===== src/rtl/fetch_exec_ctrl.sv =====
// fetch_exec_ctrl: fetch/decode/execute sequencer for an 8-bit accumulator ISA.
// Drives the PC strobes and the synchronous RAM port; holds acc, ir and zero.
module fetch_exec_ctrl #(
   parameter int DATA_W = 8,
   parameter int ADDR_W = 8
) (
   input  logic              clk,
   input  logic              reset,
   input  logic              run,
   input  logic [ADDR_W-1:0] pc_in,
   input  logic [DATA_W-1:0] ram_q,
   output logic              load_pc,
   output logic              incr_pc,
   output logic [ADDR_W-1:0] pc_addr,
   output logic [ADDR_W-1:0] ram_addr,
   output logic [DATA_W-1:0] ram_data,
   output logic              ram_wren,
   output logic [DATA_W-1:0] acc,
   output logic [DATA_W-1:0] ir,
   output logic              zero,
   output logic              halted,
   output logic [2:0]        state
);

   typedef enum logic [2:0] {
      S_FETCH   = 3'd0,
      S_DECODE  = 3'd1,
      S_OPERAND = 3'd2,
      S_EXEC    = 3'd3,
      S_HALT    = 3'd4
   } state_e;

   localparam logic [3:0] OP_NOP  = 4'h0;
   localparam logic [3:0] OP_LDI  = 4'h1;
   localparam logic [3:0] OP_LDA  = 4'h2;
   localparam logic [3:0] OP_STA  = 4'h3;
   localparam logic [3:0] OP_ADD  = 4'h4;
   localparam logic [3:0] OP_SUB  = 4'h5;
   localparam logic [3:0] OP_JMP  = 4'h6;
   localparam logic [3:0] OP_JZ   = 4'h7;
   localparam logic [3:0] OP_HALT = 4'hF;

   state_e            state_q;
   logic [DATA_W-1:0] acc_q;
   logic [DATA_W-1:0] ir_q;
   logic              zero_q;

   logic [3:0]        dec_op;
   logic [3:0]        ir_op;
   logic              dec_two;
   logic [DATA_W-1:0] exec_d;

   // Opcode of the byte arriving in DECODE, and of the latched instruction
   assign dec_op  = ram_q[DATA_W-1 -: 4];
   assign ir_op   = ir_q[DATA_W-1 -: 4];
   assign dec_two = (dec_op != OP_NOP) && (dec_op <= OP_JZ);

   // Arithmetic result for the memory-operand instructions in EXEC
   always_comb begin
      exec_d = acc_q;
      case (ir_op)
         OP_LDA:  exec_d = ram_q;
         OP_ADD:  exec_d = acc_q + ram_q;
         OP_SUB:  exec_d = acc_q - ram_q;
         default: exec_d = acc_q;
      endcase
   end

   // Sequencer state plus the architectural registers it owns
   always_ff @(posedge clk) begin
      if (reset) begin
         state_q <= S_FETCH;
         acc_q   <= '0;
         ir_q    <= '0;
         zero_q  <= 1'b1;
      end else begin
         case (state_q)
            S_FETCH: begin
               if (run) state_q <= S_DECODE;
            end
            S_DECODE: begin
               ir_q <= ram_q;
               if (dec_op == OP_HALT)
                  state_q <= S_HALT;
               else if (dec_two)
                  state_q <= S_OPERAND;
               else
                  state_q <= S_FETCH;
            end
            S_OPERAND: begin
               case (ir_op)
                  OP_LDI: begin
                     acc_q   <= ram_q;
                     zero_q  <= (ram_q == '0);
                     state_q <= S_FETCH;
                  end
                  OP_LDA, OP_ADD, OP_SUB:
                     state_q <= S_EXEC;
                  default:
                     state_q <= S_FETCH;
               endcase
            end
            S_EXEC: begin
               acc_q   <= exec_d;
               zero_q  <= (exec_d == '0);
               state_q <= S_FETCH;
            end
            S_HALT: begin
               state_q <= S_HALT;
            end
            default: begin
               state_q <= S_FETCH;
            end
         endcase
      end
   end

   // PC and RAM strobes decoded from state, ir and the RAM read data
   always_comb begin
      load_pc  = 1'b0;
      incr_pc  = 1'b0;
      pc_addr  = ADDR_W'(ram_q);
      ram_addr = pc_in;
      ram_wren = 1'b0;
      case (state_q)
         S_FETCH: begin
            incr_pc = run;
         end
         S_DECODE: begin
            incr_pc = dec_two;
         end
         S_OPERAND: begin
            case (ir_op)
               OP_STA: begin
                  ram_addr = ADDR_W'(ram_q);
                  ram_wren = 1'b1;
               end
               OP_JMP: load_pc = 1'b1;
               OP_JZ:  load_pc = zero_q;
               OP_LDA, OP_ADD, OP_SUB:
                  ram_addr = ADDR_W'(ram_q);
               default: ;
            endcase
         end
         default: ;
      endcase
      if (reset) begin
         load_pc  = 1'b0;
         incr_pc  = 1'b0;
         ram_wren = 1'b0;
      end
   end

   assign ram_data = acc_q;
   assign acc      = acc_q;
   assign ir       = ir_q;
   assign zero     = zero_q;
   assign halted   = (state_q == S_HALT);
   assign state    = state_q;

endmodule


===== config.mk =====
export PLATFORM = sky130hd
export DESIGN_NAME = fetch_exec_ctrl
export DESIGN_NICKNAME = d
export VERILOG_FILES = /design/src/rtl/fetch_exec_ctrl.sv
export SDC_FILE = /design/constraint.sdc
export NUM_CORES = 1
export LEC_CHECK = 0
export ABC_AREA = 0
export CAP_MARGIN = 20
export CELL_PAD_IN_SITES_DETAIL_PLACEMENT = 0
export CELL_PAD_IN_SITES_GLOBAL_PLACEMENT = 1
export CORE_ASPECT_RATIO = 0.8
export CORE_MARGIN = 5
export CORE_UTILIZATION = 32
export CTS_CLUSTER_SIZE = 14
export DETAILED_ROUTE_END_ITERATION = 10
export GPL_ROUTABILITY_DRIVEN = 0
export GPL_TIMING_DRIVEN = 0
export PLACE_DENSITY = 0.83
export SYNTH_ARGS = -nofsm -noshare
export SYNTH_HDL_FRONTEND = slang
export SYNTH_SLANG_ARGS = --single-unit

===== constraint.sdc =====
create_clock -name clk -period 4.15 [get_ports clk]
set_clock_uncertainty 0.2 [all_clocks]
set_input_delay 0.83 -clock clk [delete_from_list [all_inputs] [get_ports clk]]
set_output_delay 0.83 -clock clk [all_outputs]
set_load 0.01 [all_outputs]

==> out/qor.txt, run 1 <==
Final #Nets: 348
final hold viol count: 0
# DRC: 0
syn nets: 277
WHS: 0.2972 ns
combinational share of power: 31.8%
CP max FO: 10
CTS buffer count: 3
cell family with most CP delay: buffers and inverters
share of layout cells above drive strength 1: 12.89%
n_diodes: 0
post-route clock period utilization: 91.97%
initial antenna violation count: 0
outcome: completed
post-synthesis cell type count: 51
Pint: 340.2 uW
post-detailed-routing wire length: 5626 um
Area Overhead vs Synth: 42.78%
Post-synth ARST share: 0%
Max Buffers Root-to-Sink: 2
DIE WIDTH: 95.51 um
Die Y: 78.41 um
sequential power share: 42.0%
DR vias: 1953
Worst-path clk slew: 0.07 ns
Crit Reg-Reg Startpoint: ir[4]
fillers: 561
critical path's largest stage delay: 0.54 ns
ys flop type: dfxtp_1
placed insts: 391
IO Pins: 67
crit-path cells: buf_2, and2b_1, o21ai_0, clkbuf_1, mux2_2, clkdlybuf4s50_1
DIE AREA: 7488 um^2
Critical-path top delay cell: o21ai_0
Worst Path Required: 3.12 ns
Peak Freq: 262.0 MHz
DPL Wire Length: 4505 um
pwr/cell area: 180.8 nW/um^2
Slew Limit Fails: 0
slew at the pin with the worst max-slew slack: 0.8395 ns
Final min period: 3.817 ns
post-synthesis cell area: 1872 um^2
CTS HTree Levels: 1
worst path arrival time: 2.79 ns
largest net degree at the start of global routing: 11
Core Region: 5555 um^2
CP Capture Type: output pin
GR Overflow Total: 0
switching part of the total: 29.59%
number of global-route vias before repair: 1849
Min-Delay Startpoint: ir[1]
Initial Util: 33.69%
CTS Hold Bufs: 0
most common cell after layout, fill and taps aside: clkdlybuf4s50_1
Yosys warnings: 0
Leakage Power: 0.001045 uW
clock latency on the worst-skew pair: 0.26 ns
maximum vdd drop: 0.0001259 V
Min-Delay Path Class: reg2reg
#FFs+latches synth: 20
max_cap viols: 0
1st-pass router iterations: 4
relative slew slack: 43.73%
drt via density: 4.932
clock root buffer: clkbuf_8
total track usage: 14.79%
num rows: 24
Avg WL per Cell: 14.21 um
startpoint types: flop
EDFF count, synth: 0
Mapped Cells: 249
Clock power frac: 26.2%
most frequent cells in the layout: clkdlybuf4s50_1, nor2_1, a21oi_1, dfxtp_1, buf_4
post-synthesis sequential area ratio: 21.39%
Worst Path Buf+Inv: 3
Net Switching: 142.9 uW
DRT antenna net count: 0
CTS tree: yes
Port Buf Inserts: 64
worst setup path startpoint: ir[6]
first-pass GRT wire length: 9004 um
critical path class: reg2out
Setup violations, final: 0
Non-Filler Instances: 396
Iteration-0 DRC Markers: 121
syn avg cell area: 7.517 um^2
RSZ-0062 raised after global routing: no
# clock sinks: 20
per-stage QoR:
step	worst slack (ns)	instance area, um^2	util [%]	setup TNS (ns)	power [uW]
floorplan	0.4406	1872	-	0	293.1
global placement	-0.7325	2610	46.98	-1.128	359.7
detailed placement	-0.6958	2610	46.98	-1.076	360.9
CTS	0.02006	2668	48.02	0	486.1
global route	0.1297	2673	48.11	0	514.6
finish	0.3333	2673	48.11	0	483.2
power by group through the flow:
stage | Clock [uW] | Combinational, uW | Sequential [uW]
finish | 126 | 154 | 203
global route | 141 | 170 | 204
CTS | 128 | 155 | 203
detailed placement | 0 | 154 | 207
global placement | 0 | 153 | 207
floorplan | 0 | 84.3 | 209
kinds of logic after synthesis:
kind of cell | count (synthesis) | synth area share (%)
muxes | 14 | 8.088
DFF | 20 | 21.39
xor gates and xnor gates | 7 | 3.275
AOI/OAI and AO/OA | 63 | 21.73
adders and majority gates | 9 | 6.417
and+or+nand+nor | 96 | 27.21
buffers and inverters | 40 | 11.90
routing by layer:
metal / track usage [%] / routed length (um) / vias up / share of wire (%)
met2: 22.99 / 2345 / 65 / 42
met5: 0 / 0 / - / 0
li1: - / - / 1009 / -
met4: 2.983 / 41 / 0 / 0.73
met1: 21.40 / 2831 / 874 / 50
met3: 2.581 / 407 / 5 / 7.2
state kept, by name, summed over array words and instances (netlist names):
name / count
acc: 8
ir: 8
state: 3
zero: 1
worst register-to-register path: stages, from the launching register on:
cell and delay, ns:
dfxtp_1 0.42, inv_2 0.09, nor3_4 0.35, mux2_2 0.41
inv_1 0.06, ha_1 0.21, nand2b_1 0.09, a21oi_1 0.10
o21ai_1 0.18, xor2_1 0.26, mux2_4 0.34, or3_1 0.33
o41ai_2 0.34
final timing paths:
check	endpoint	slack, ns	cells past startpoint
max	ram_addr[6]	0.33	6
max reg2reg	zero	0.69	12
min	ir[1]	0.30	2
min reg2reg	ir[1]	0.30	2
cells in the mapped netlist (2+ instances only):
| cell type | number | area share [%] |
|---|---|---|
| a211o_1 | 3 | 1.4 |
| a21oi_1 | 20 | 5.3 |
| a221oi_1 | 3 | 1.4 |
| a222oi_1 | 2 | 1.1 |
| a22oi_1 | 5 | 2.0 |
| a31oi_1 | 3 | 1.0 |
| and3_1 | 2 | 0.67 |
| buf_4 | 17 | 6.8 |
| clkbuf_1 | 8 | 1.6 |
| dfxtp_1 | 20 | 21 |
| ha_1 | 8 | 5.3 |
| inv_1 | 12 | 2.4 |
| mux2_2 | 5 | 3.0 |
| mux2i_1 | 8 | 4.3 |
| nand2_1 | 14 | 2.8 |
| nand2b_1 | 6 | 2.0 |
| nand3_1 | 2 | 0.53 |
| nand3b_1 | 2 | 0.80 |
| nand4_1 | 2 | 0.67 |
| nor2_1 | 38 | 7.6 |
| nor2b_1 | 8 | 2.7 |
| nor3_1 | 6 | 1.6 |
| nor3_2 | 3 | 1.6 |
| nor3_4 | 2 | 1.7 |
| nor3b_1 | 4 | 1.6 |
| nor4_1 | 2 | 0.67 |
| o21ai_0 | 14 | 3.7 |
| o21ai_1 | 2 | 0.53 |
| xnor2_1 | 5 | 2.3 |
| xor2_1 | 2 | 0.94 |
final cells by class:
cell class | instances | area [um^2] | area share, %
multi-input combinational | 189 | 1260 | 47.14
timing repair buffer | 66 | 650.6 | 24.34
sequential | 20 | 400.4 | 14.98
buffer | 27 | 173.9 | 6.508
tap | 78 | 97.59 | 3.652
inverter | 13 | 48.80 | 1.826
clock buffer | 3 | 41.29 | 1.545
timing repair:
| item | 4_1_cts | 5_1_grt |
|---|---|---|
| endpoints found under the setup margin | 2 | 1 |
| buffers inserted | 1 | 1 |
| pin swaps | 0 | 1 |
| gates resized for setup | 4 | 6 |
No activity file was read; power rests on OpenSTA's default activity.
==> run 2, diff against run 1 <==
--- a/constraint.sdc
+++ b/constraint.sdc
@@ -3,3 +3,3 @@
 set_input_delay 0.83 -clock clk [delete_from_list [all_inputs] [get_ports clk]]
 set_output_delay 0.83 -clock clk [all_outputs]
-set_load 0.01 [all_outputs]
+set_load 0.005 [all_outputs]
==> results of run 2 <==
The final DEF is identical to that of run 1. Status: completed.
Main changes from that run: setup slack after layout 0.3333 ns -> 0.3635 ns; start point of the critical path ir[6] -> ram_q[0]; end point of the critical path ram_addr[6] -> zero; total power 483.2 uW -> 477.3 uW
==> run 3, diff against run 2 <==
PLACE_DENSITY = 0.91   (was 0.83)
==> run 3 against run 2 <==
Cell area fell by 0.42%. Sequential power about the same. Core utilization fell by 0.20 points. Power is 0.98% higher. Register-to-register slack lost 0.14 ns. Largest power group unchanged. Clock-buffer cell count stayed put. Combinational power hardly changed. Sequential share of layout area rose by 0.063 points.
==> out/qor.txt, run 3 (synthesis results as in run 1) <==
DRT antenna net count: 0 (unchanged)
Area Overhead vs Synth: 42.18%
total track usage: 15.71% (+0.92 points)
Peak Freq: 256.7 MHz
slew at the pin with the worst max-slew slack: 0.8282 ns (-0.01130 ns)
CTS tree: yes
Worst Path Required: 4.12 ns
largest net degree at the start of global routing: 11 (unchanged)
WHS: 0.3048 ns (+0.007633 ns)
max_cap viols: 0 (unchanged)
Slew Limit Fails: 0 (unchanged)
setup_tns: 0 ns (unchanged)
Final min period: 3.896 ns
clock root buffer: clkbuf_8
RSZ-0062 raised after global routing: no
clock latency on the worst-skew pair: 0.26 ns (about the same)
number of global-route vias before repair: 1932 (+4.5%)
# DRC: 0 (unchanged)
worst path arrival time: 3.86 ns
CP max FO: 8
Max Buffers Root-to-Sink: 2 (unchanged)
DR vias: 2020 (+3.4%)
Final #Nets: 347 (-0.29%)
maximum vdd drop: 0.0001470 V
Avg WL per Cell: 14.68 um (+3.4%)
Setup violations, final: 0 (unchanged)
first-pass GRT wire length: 9618 um (+6.8%)
Min-Delay Path Class: reg2reg
n_diodes: 0 (unchanged)
initial antenna violation count: 0 (unchanged)
post-detailed-routing wire length: 5800 um (+3.1%)
drt via density: 5.114 (+3.7%)
startpoint types: input port
most common cell after layout, fill and taps aside: clkdlybuf4s50_1
IO Pins: 67 (unchanged)
CP Capture Type: flop
placed insts: 391 (unchanged)
critical path class: in2reg
Core Region: 5555 um^2 (unchanged)
CTS Hold Bufs: 0 (unchanged)
DPL Wire Length: 4561 um (+1.2%)
Non-Filler Instances: 395 (-0.25%)
Leakage Power: 0.001031 uW (-1.3%)
most frequent cells in the layout: clkdlybuf4s50_1, nor2_1, a21oi_1, dfxtp_1, buf_4
CTS buffer count: 3 (unchanged)
GR Overflow Total: 0 (unchanged)
fillers: 560 (-0.18%)
CTS HTree Levels: 1 (unchanged)
num rows: 24 (unchanged)
pwr/cell area: 181.1 nW/um^2
DIE AREA: 7488 um^2 (unchanged)
share of layout cells above drive strength 1: 12.62% (-0.27 points)
final hold viol count: 0 (unchanged)
Port Buf Inserts: 64 (unchanged)
Worst-path clk slew: 0.08 ns (about the same)
DIE WIDTH: 95.51 um (unchanged)
outcome: completed
1st-pass router iterations: 4 (unchanged)
post-route clock period utilization: 93.89%
Iteration-0 DRC Markers: 152 (+26%)
Initial Util: 33.69% (unchanged)
relative slew slack: 44.49% (+0.76 points)
Die Y: 78.41 um (unchanged)
# clock sinks: 20 (unchanged)
[run 3: what timing repair did]
item                                    in CTS  in global routing
endpoints found under the setup margin       2                  1
gates resized for setup                      5                  5
buffers inserted                             1                  0
pin swaps                                    0                  1
[run 3: metrics by stage]
stage | setup slack [ns] | utilization [%] | total power, uW | cell area [um^2]
final | 0.2537 | 47.91 | 481.9 | 2661
after detailed placement | -0.6716 | 46.98 | 355.7 | 2610
after floorplan | 0.4406 | - | 287.2 | 1872
after CTS | 0.03093 | 48.00 | 485.8 | 2666
after global routing | 0.07401 | 47.91 | 510.9 | 2661
after global placement | -0.6884 | 46.98 | 353.6 | 2610
[run 3: critical path, cell delays in order]
cell	delay [ns]
dlygate4sd2_1	0.38
nor3b_4	0.33
a21oi_1	0.13
xnor2_1	0.15
ha_1	0.33
a21oi_1	0.21
nand2_1	0.07
o21ai_1	0.14
xor2_1	0.28
mux2_4	0.34
or3_1	0.33
o41ai_2	0.34
[run 3: report_power, final]
| part | internal, uW | switching (uW) | total [uW] |
|---|---|---|---|
| combinational | 77.8 | 71.3 | 149 |
| sequential | 197 | 5.80 | 203 |
| clock | 64.7 | 65.2 | 130 |
[run 3: metal layers]
| metal | part of all wire [%] | track usage (%) | routed length (um) |
|---|---|---|---|
| met3 | 7.7 | 2.199 | 447 |
| met4 | 0.76 | 3.693 | 44 |
| met2 | 46 | 25.23 | 2655 |
| met5 | 0 | 0 | 0 |
| met1 | 46 | 22.20 | 2652 |
[run 3: worst paths after layout]
kind	to	slack, ns	cells after the start	startpoint
max reg2reg	zero	0.55	12	ir[4]
max	zero	0.25	12	ram_q[2]
min reg2reg	ir[1]	0.30	2	ir[1]
min	ir[1]	0.30	2	ir[1]
[run 3: final cells by class]
type / count / area (um^2) / area share [%]
repair buffers: 65 / 639.4 / 24.02
plain buffers: 27 / 173.9 / 6.535
well taps: 78 / 97.59 / 3.667
inverters: 13 / 48.80 / 1.834
flip-flops and latches: 20 / 400.4 / 15.04
clock buffers: 3 / 41.29 / 1.551
multi-input cells: 189 / 1260 / 47.34
